[config.mk]
export PLATFORM = sky130hd
export DESIGN_NAME = ser_word_collector
export DESIGN_NICKNAME = d
export VERILOG_FILES = /design/src/rtl/ser_word_collector_pkg.sv /design/src/rtl/ser_word_collector_out_hold_reg.sv /design/src/rtl/ser_word_collector.sv
export SDC_FILE = /design/constraint.sdc
export NUM_CORES = 1
export LEC_CHECK = 0
export ABC_AREA = 1
export CORE_MARGIN = 5
export CORE_UTILIZATION = 40
export CTS_CLUSTER_SIZE = 16
export DETAILED_ROUTE_END_ITERATION = 8
export PLACE_DENSITY = 0.72
export SLEW_MARGIN = 20
export SYNTH_ARGS = -nofsm -noshare
export SYNTH_HDL_FRONTEND = slang
export SYNTH_SLANG_ARGS = --single-unit
[constraint.sdc]
create_clock -name clk -period 1.8 [get_ports clk]
set_input_delay 0.18 -clock clk [delete_from_list [all_inputs] [get_ports clk]]
set_output_delay 0.18 -clock clk [all_outputs]
set_load 0.02 [all_outputs]
[src/rtl/ser_word_collector_pkg.sv]
// Shared definitions for the serial word collector: FSM state encoding and
// default widths, reused by the upstream FSM bench and the display stage.
package ser_word_collector_pkg;

   localparam int DEF_DATA_W = 8;   // word width in bits
   localparam int DEF_LEN_W  = 4;   // must be able to hold DEF_DATA_W
   localparam int DEF_FCNT_W = 8;   // frame counter width

   typedef enum logic [1:0] {
      ST_IDLE    = 2'd0,   // waiting for the first payload bit of a frame
      ST_COLLECT = 2'd1,   // shifting in bits of a partial word
      ST_PENDING = 2'd2    // full word held, not yet known whether it is last
   } state_t;

endpackage

[src/rtl/ser_word_collector_out_hold_reg.sv]
// Single-entry valid/ready holding register. A load is accepted when the
// entry is empty or is being taken on the same edge; otherwise the incoming
// word is dropped and a sticky overflow flag is raised.
module ser_word_collector_out_hold_reg #(
   parameter int DATA_W = 8,
   parameter int LEN_W  = 4
) (
   input  logic              clk,
   input  logic              rst,
   input  logic              i_load,
   input  logic [DATA_W-1:0] i_data,
   input  logic [LEN_W-1:0]  i_len,
   input  logic              i_last,
   input  logic              i_ready,
   output logic              o_valid,
   output logic [DATA_W-1:0] o_data,
   output logic [LEN_W-1:0]  o_len,
   output logic              o_last,
   output logic              o_overflow
);

   logic              r_valid;
   logic [DATA_W-1:0] r_data;
   logic [LEN_W-1:0]  r_len;
   logic              r_last;
   logic              r_overflow;

   logic w_take;
   logic w_accept;

   // The entry frees up on the same edge it is taken, so back-to-back words
   // transfer without a bubble.
   assign w_take   = r_valid & i_ready;
   assign w_accept = i_load & (~r_valid | w_take);

   // Entry update: load on accept, clear on take, flag a drop on a full entry.
   always_ff @(posedge clk) begin
      // NOTE: state is assigned with <= so every register samples pre-edge
      // values; blocking assignments here would create ordering races.
      if (rst) begin
         // NOTE: the payload fields are reset too, because the port contract
         // requires all outputs to read zero after reset, not just o_valid.
         r_valid    <= 1'b0;
         r_data     <= '0;
         r_len      <= '0;
         r_last     <= 1'b0;
         r_overflow <= 1'b0;
      end else begin
         if (w_accept) begin
            r_valid <= 1'b1;
            r_data  <= i_data;
            r_len   <= i_len;
            r_last  <= i_last;
         end else if (w_take) begin
            r_valid <= 1'b0;
         end
         if (i_load && !w_accept) begin
            r_overflow <= 1'b1;
         end
      end
   end

   assign o_valid    = r_valid;
   assign o_data     = r_data;
   assign o_len      = r_len;
   assign o_last     = r_last;
   assign o_overflow = r_overflow;

endmodule

[src/rtl/ser_word_collector.sv]
// Serial payload collector: packs serIn bits MSB-first into DATA_W-bit words
// with a length field and last-of-frame marker, and hands them to a
// valid/ready consumer through a single-entry holding register.
module ser_word_collector
   import ser_word_collector_pkg::*;
#(
   parameter int DATA_W = DEF_DATA_W,
   parameter int LEN_W  = DEF_LEN_W,
   parameter int FCNT_W = DEF_FCNT_W
) (
   input  logic              clk,
   input  logic              rst,
   input  logic              Clk_EN,
   input  logic              serIn,
   input  logic              serInValid,
   output logic [DATA_W-1:0] parData,
   output logic [LEN_W-1:0]  parLen,
   output logic              parLast,
   output logic              parValid,
   input  logic              parReady,
   output logic [FCNT_W-1:0] frameCnt,
   output logic              overflow
);

   state_t            r_state;
   logic [DATA_W-1:0] r_shreg;
   logic [LEN_W-1:0]  r_bit_cnt;
   logic [FCNT_W-1:0] r_frame_cnt;

   logic              w_emit;
   logic              w_emit_last;

   // A word is released when a frame ends, or when a full pending word is
   // followed by another bit (so it cannot be the last one).
   always_comb begin
      // NOTE: every combinational output gets a default first so no path
      // leaves it unassigned, which would infer a latch.
      w_emit      = 1'b0;
      w_emit_last = 1'b0;
      if (Clk_EN) begin
         case (r_state)
            ST_COLLECT: begin
               if (!serInValid) begin
                  w_emit      = 1'b1;
                  w_emit_last = 1'b1;
               end
            end
            ST_PENDING: begin
               w_emit      = 1'b1;
               w_emit_last = ~serInValid;
            end
            default: ;
         endcase
      end
   end

   // Serial-side FSM, shift register and counters; advances only on enabled
   // samples. A new word always starts from zero so bits above parLen are 0.
   always_ff @(posedge clk) begin
      if (rst) begin
         r_state     <= ST_IDLE;
         r_shreg     <= '0;
         r_bit_cnt   <= '0;
         r_frame_cnt <= '0;
      end else if (Clk_EN) begin
         case (r_state)
            ST_IDLE: begin
               if (serInValid) begin
                  r_shreg   <= {{(DATA_W-1){1'b0}}, serIn};
                  r_bit_cnt <= LEN_W'(1);
                  r_state   <= ST_COLLECT;
               end
            end
            ST_COLLECT: begin
               if (serInValid) begin
                  r_shreg   <= {r_shreg[DATA_W-2:0], serIn};
                  r_bit_cnt <= r_bit_cnt + LEN_W'(1);
                  if (r_bit_cnt == LEN_W'(DATA_W - 1)) begin
                     r_state <= ST_PENDING;
                  end
               end else begin
                  r_frame_cnt <= r_frame_cnt + FCNT_W'(1);
                  r_shreg     <= '0;
                  r_bit_cnt   <= '0;
                  r_state     <= ST_IDLE;
               end
            end
            ST_PENDING: begin
               if (serInValid) begin
                  r_shreg   <= {{(DATA_W-1){1'b0}}, serIn};
                  r_bit_cnt <= LEN_W'(1);
                  r_state   <= ST_COLLECT;
               end else begin
                  r_frame_cnt <= r_frame_cnt + FCNT_W'(1);
                  r_shreg     <= '0;
                  r_bit_cnt   <= '0;
                  r_state     <= ST_IDLE;
               end
            end
            default: begin
               r_state <= ST_IDLE;
            end
         endcase
      end
   end

   ser_word_collector_out_hold_reg #(
      .DATA_W (DATA_W),
      .LEN_W  (LEN_W)
   ) u_out_hold_reg (
      .clk        (clk),
      .rst        (rst),
      .i_load     (w_emit),
      .i_data     (r_shreg),
      .i_len      (r_bit_cnt),
      .i_last     (w_emit_last),
      .i_ready    (parReady),
      .o_valid    (parValid),
      .o_data     (parData),
      .o_len      (parLen),
      .o_last     (parLast),
      .o_overflow (overflow)
   );

   assign frameCnt = r_frame_cnt;

endmodule

Word level (Yosys, flattened, before mapping) --
Cells that the tools add are included.
Storage, ports and cells: memories 0, output and inout bits 23, bits in read-only memories 0, latch bits 0, memory bits (writable) 0, register bits 37, word-level logic and storage cells 50
Cells by class: div/mod/pow operators 0, magnitude comparators 0, shift operators 0, multiplexer cells 20, equal/unequal tests 5, $mul 0, reductions and logical operators 9, bitwise operators 5, $add $sub $neg 2
Operators with widths (count):
- one-hot mux 8 bit (3 select lines) | 1
- 2-to-1 mux 8 bit | 2
- one-hot mux 4 bit (3 select lines) | 1
- AND reduction 3 bit | 3
- adder 8 x 1 -> 8 bit (second input constant) | 1
- 2-to-1 mux 1 bit | 8
- 2-to-1 mux 4 bit | 2
- 2-to-1 mux 2 bit | 3
- one-hot mux 2 bit (3 select lines) | 1
- adder 4 x 1 -> 4 bit (second input constant) | 1
- equality test 4 x 3 -> 1 bit (second input constant) | 1
- one-hot mux 1 bit (2 select lines) | 2
- inequality test 3 bit (second input constant) | 1
- nonzero test 3 bit | 1
- bitwise AND 1 bit | 2
- equality test 2 x 1 -> 1 bit (second input constant) | 1
- equality test 2 bit (second input constant) | 1
- zero test 2 bit | 1
- inequality test 2 bit (second input constant) | 1
- inverter 1 bit | 2
- nonzero test 2 bit | 1
- OR reduction 2 bit | 1
- logical AND 1 bit | 1
- zero test 1 bit | 1
- OR 1 bit | 1

Longest topological paths before layout --
Gate-level depths: netlist (run 1).
depth in word-level cells 6, depth in mapped cells 9

Modules after synthesis --
Synthesis (run 1) repeated with hierarchy kept, for this count alone.
Unflattened totals: cell total of the unflattened synthesis 246, area total of the unflattened synthesis 1809.2 um^2
Modules (own cells, without submodules):
- ser_word_collector | cells an instance 152, area an instance 1093.5 um^2, instances 1, seq. area each 440.4 um^2
- ser_word_collector_out_hold_reg | cells an instance 94, area an instance 715.7 um^2, instances 1, seq. area each 300.3 um^2

Worst setup path after synthesis (run 1) --
Ideal clock, no wire load.
path type flip-flop to flip-flop, start register r_state[0], end register u_out_hold_reg.r_data[1] (netlist: u_out_hold_reg.o_data[1]), period minus slack after synthesis 1.438 ns, required time 1.690 ns, setup slack 0.362 ns, arrival 1.328 ns, library setup time 0.110 ns, stages on the path, launching flop included 10, cell sequence dfxtp_1 inv_1 ha_1 nand2_1 clkinv_2 nand3_4 buf_6 nand2_1 inv_1 nor2_1
On the way: longest elaborated chain between the ends 4
RTL lines:
- start, declared | line ser_word_collector.sv:25 | state_t r_state;
- start signal, assigned | line ser_word_collector.sv:61 | r_state <= ST_IDLE;
- start signal, assigned | line ser_word_collector.sv:71 | r_state <= ST_COLLECT;
- start signal, assigned | line ser_word_collector.sv:79 | r_state <= ST_PENDING;
- equality test 2 bit or equality test 2 x 1 -> 1 bit (tied branches) | line ser_word_collector.sv:41 | case (r_state)
- one-hot mux 1 bit (2 select lines) * | line ser_word_collector.sv:41
- 2-to-1 mux 1 bit * | line ser_word_collector.sv:40 | if (Clk_EN) begin
- bitwise AND 1 bit * | line ser_word_collector_out_hold_reg.sv:34 | assign w_accept = i_load & (~r_valid | w_take);
- end signal, assigned | line ser_word_collector_out_hold_reg.sv:51 | r_data <= i_data;
- end, declared | line ser_word_collector_out_hold_reg.sv:23 | logic [DATA_W-1:0] r_data;
Mark *: on every way between the ends. The rest lies on a longest branch, timed or not. A chain may end at the register's enable or synchronous reset.

Final worst setup path (run 1) --
start register r_state[0], end register u_out_hold_reg.r_len[3] (netlist: u_out_hold_reg.o_len[3])
On the way: longest elaborated chain between the ends 4
RTL lines:
- equality test 2 bit or equality test 2 x 1 -> 1 bit (tied branches) | line ser_word_collector.sv:41
- one-hot mux 1 bit (2 select lines) * | line ser_word_collector.sv:41
- 2-to-1 mux 1 bit * | line ser_word_collector.sv:40
- bitwise AND 1 bit * | line ser_word_collector_out_hold_reg.sv:34
- end signal, assigned | line ser_word_collector_out_hold_reg.sv:52 | r_len <= i_len;
- end, declared | line ser_word_collector_out_hold_reg.sv:24 | logic [LEN_W-1:0] r_len;
Marks and branches as above.

==> impl_results.md, run 1 <==
* Area delta synth->final at 22.6%
* Yosys reg bits at 37
* Clk slew on worst S/H paths at 0.07 ns
* Final Worst Setup Slack at between 0.15 and 0.2 ns
* Gate count of the mapped netlist at 291
* First-pass GRT wire length at 6760 µm
* I/O Buffers at 28
* Final Critical Period at between 1.5 and 2 ns
* R2R depth at 8
* Worst Skew at 0.00761 ns
* CP endpoint kind: register
* Worst setup SP type: register
* Final Hold Vio Count at 0
* Vias at 1,757
* Congestion Overflow GR at 0
* Vias/cell at 4.66
* Area contributors post-synth: dfxtp_1 (38%), nand2_1 (13%), inv_1 (12%)
* Hold WC Path Type: reg2reg
* Cell breakdown of the critical path: inv_1 -> ha_1 -> nand2_1 -> clkinv_2 -> nand3_4 -> nand2_1 -> inv_1 -> nor2_1
* Synth warn at 0
* CTS tree: done
* Wire per inst at 10.2 µm
* # diodes at 0
* PwrDens at ~800 nW/µm²
* Share of cells above drive strength 1 at 6.81%
* Largest net degree at the start of global routing at 27
* Core Area at between 4000 and 5000 µm²
* Vias in the first global route at between 1.5k and 2k
* Critical path required time at approximately 2 ns
* Syn_nets at between 300 and 400
* Nets at 335
* Crit path max fanout at 15
* Reg2reg setup slack at between 0.15 and 0.2 ns
* Post-synth top area share at 38.4%
* Gpl congestion at 0.765
* Slowest-stage cell, CP: dfxtp_1
* Ports at 29
* GRT Overall Usage at 13.5%
* Final setup TNS at 0 ns
* Final Routed Wirelength at 3830 µm
* Largest area contributor in the netlist: dfxtp_1
* Final setup fails at 0
* Critical Path End: u_out_hold_reg.o_len[3]
* Worst EP arrival at 1.82 ns
* Worst IR Drop VDD at about 0.43 mV
* Die span in y at 79.5 µm
* Synth unique cells at 22
* Ys flop type: dfxtp_1
* Period Utilization, post-route at 90.3%
* Die ar. at 6310 µm²
* Place WS at 0.151 ns
* Hpwl dp at 2810 µm
* Relative slew slack at 78.2%
* Worst Path Class, Setup: reg2reg
* Leakage at 1.02 nW
* First drt pass iteration count at 4
* Count leader, synth: nand2_1
* FMAX at just over 0.6 GHz
* Reg-to-reg endpoint: u_out_hold_reg.o_len[3]
* Clk buf depth at 2
* CTS buffer count at 5
* Status: completed
* Cts hold-fix bufs at 0
* # clock sinks at 37
* Mapped cell area at a little under 2000 µm²
* Post-synth EDFFs at 0
* Die boundary width at 79.5 µm
* Crit-path max cell delay at 0.38 ns
* CP startpoint: r_state[0]
* CTS root buf: clkbuf_8
* Rows at 25
* DRC at 0
* Starting Density at 41.1%
* List of most frequent post-synthesis cells: nand2_1 (67), inv_1 (61), nor2_1 (41), dfxtp_1 (37), nand4_1 (22)
* Hold path depth at 2
* Max-slew violation count at 0
* Post-CTS Resized at 0
* Post-CTS setup buffer count at 0
* Initial antenna violation count at 0
* H-tree level count at 2
* Clk_lat worst skew at 0.29 ns
* Synth Area per Inst at 6.63 µm²
* RSZ-0062 raised after global routing: no
* DR iter-0 viols at between 50 and 60
* Async set-reset flop share out of synthesis at 0%
* Number of nets with antenna violations after routing at 0
* Actual slew at the worst max-slew pin at around 0.33 ns
* Max Cap Viol at 0
* Seq/Total Area, Yosys at between 30% and 40%
* Origin of the critical flop-to-flop path: r_state[0]
[cell families (layout without fill, tap and decap cells)]
| kind of cell | after synthesis | count (layout) | share of synthesized area [%] |
|---|---|---|---|
| adders and majority gates | 7 | 7 | 4.54 |
| buffers and inverters | 73 | 105 | 15.9 |
| and+or+nand+nor | 154 | 154 | 35.9 |
| DFF | 37 | 37 | 38.4 |
| AOI/OAI and AO/OA | 20 | 20 | 5.32 |
[cell type report]
cell class	instances	area, µm²
fill	479	2330
multi-input combinational	181	882
sequential	37	741
timing repair buffer	33	318
inverter	64	241
clock buffer	7	86.3
tap	54	67.6
clock inverter	1	30.0
[registers in the layout, indices dropped and copies added, names as in the netlist, 2 cells and up]
name                   cells
u_out_hold_reg.o_len       4
r_shreg                    8
r_state                    2
u_out_hold_reg.o_data      8
frameCnt                   8
r_bit_cnt                  4
[worst min-delay path by stage]
stage,from,end
6_report,u_out_hold_reg.o_overflow,u_out_hold_reg.o_overflow
5_1_grt,r_shreg[3],r_shreg[3]
4_1_cts,u_out_hold_reg.o_overflow,u_out_hold_reg.o_overflow
3_5_place_dp,u_out_hold_reg.o_overflow,u_out_hold_reg.o_overflow
3_3_place_gp,u_out_hold_reg.o_overflow,u_out_hold_reg.o_overflow
2_1_floorplan,rst,u_out_hold_reg.o_valid
[layer usage]
metal / part of all wire [%] / vias to the layer above / global-route usage, %
li1: - / 952 / -
met5: 0 / - / 0
met1: 47 / 760 / 15.5
met4: 1.3 / 0 / 3.61
met2: 45 / 39 / 23.1
met3: 6.0 / 6 / 5.42
[power breakdown]
part           internal (mW)  switching [mW]  leakage [nW]  total (mW)
registers              0.848          0.0239         0.300       0.872
clock network          0.452           0.291        0.0585       0.742
logic                  0.113           0.188         0.660       0.300
total                   1.41           0.502          1.02        1.91
[cells in the final DEF, fill, tap and decap left out]
| cell type | instances |
|---|---|
| a21oi_1 | 12 |
| buf_4 | 5 |
| bufinv_16 | 1 |
| clkbuf_1 | 1 |
| clkbuf_8 | 6 |
| clkdlybuf4s50_1 | 28 |
| clkinv_2 | 1 |
| dfxtp_1 | 37 |
| ha_1 | 7 |
| inv_1 | 61 |
| inv_2 | 2 |
| nand2_1 | 67 |
| nand2_2 | 3 |
| nand2_4 | 1 |
| nand3_1 | 15 |
| nand3_2 | 1 |
| nand3_4 | 1 |
| nand4_1 | 22 |
| nor2_1 | 41 |
| nor2_2 | 1 |
| nor3_1 | 2 |
| o21ai_0 | 7 |
| o21bai_1 | 1 |
[worst max-delay path: cells and delay by family, from the launching register on]
| kind | cells | cell delay, ns |
|---|---|---|
| DFF | 1 | 0.38 |
| buffers and inverters | 3 | 0.34 |
| and+or+nand+nor | 4 | 0.45 |
| adders and majority gates | 1 | 0.36 |
[metrics by stage]
step,hold slack [ns],cell area [µm²],power [mW],std cells,util (%)
2_1_floorplan,0.249,1930,1.11,291,-
3_3_place_gp,0.443,2250,1.19,369,47.9
3_5_place_dp,0.444,2250,1.19,369,47.9
4_1_cts,0.456,2370,1.95,377,50.4
5_1_grt,0.504,2370,2.03,377,50.4
6_report,0.456,2370,1.91,377,50.4
Note: power is estimated with default switching activity, not from simulation.
==> run 2: changes to the inputs <==
- CAP_MARGIN: not set -> 20
==> results of run 2 <==
No change in the layout: final DEF, timing and power equal those of run 1.
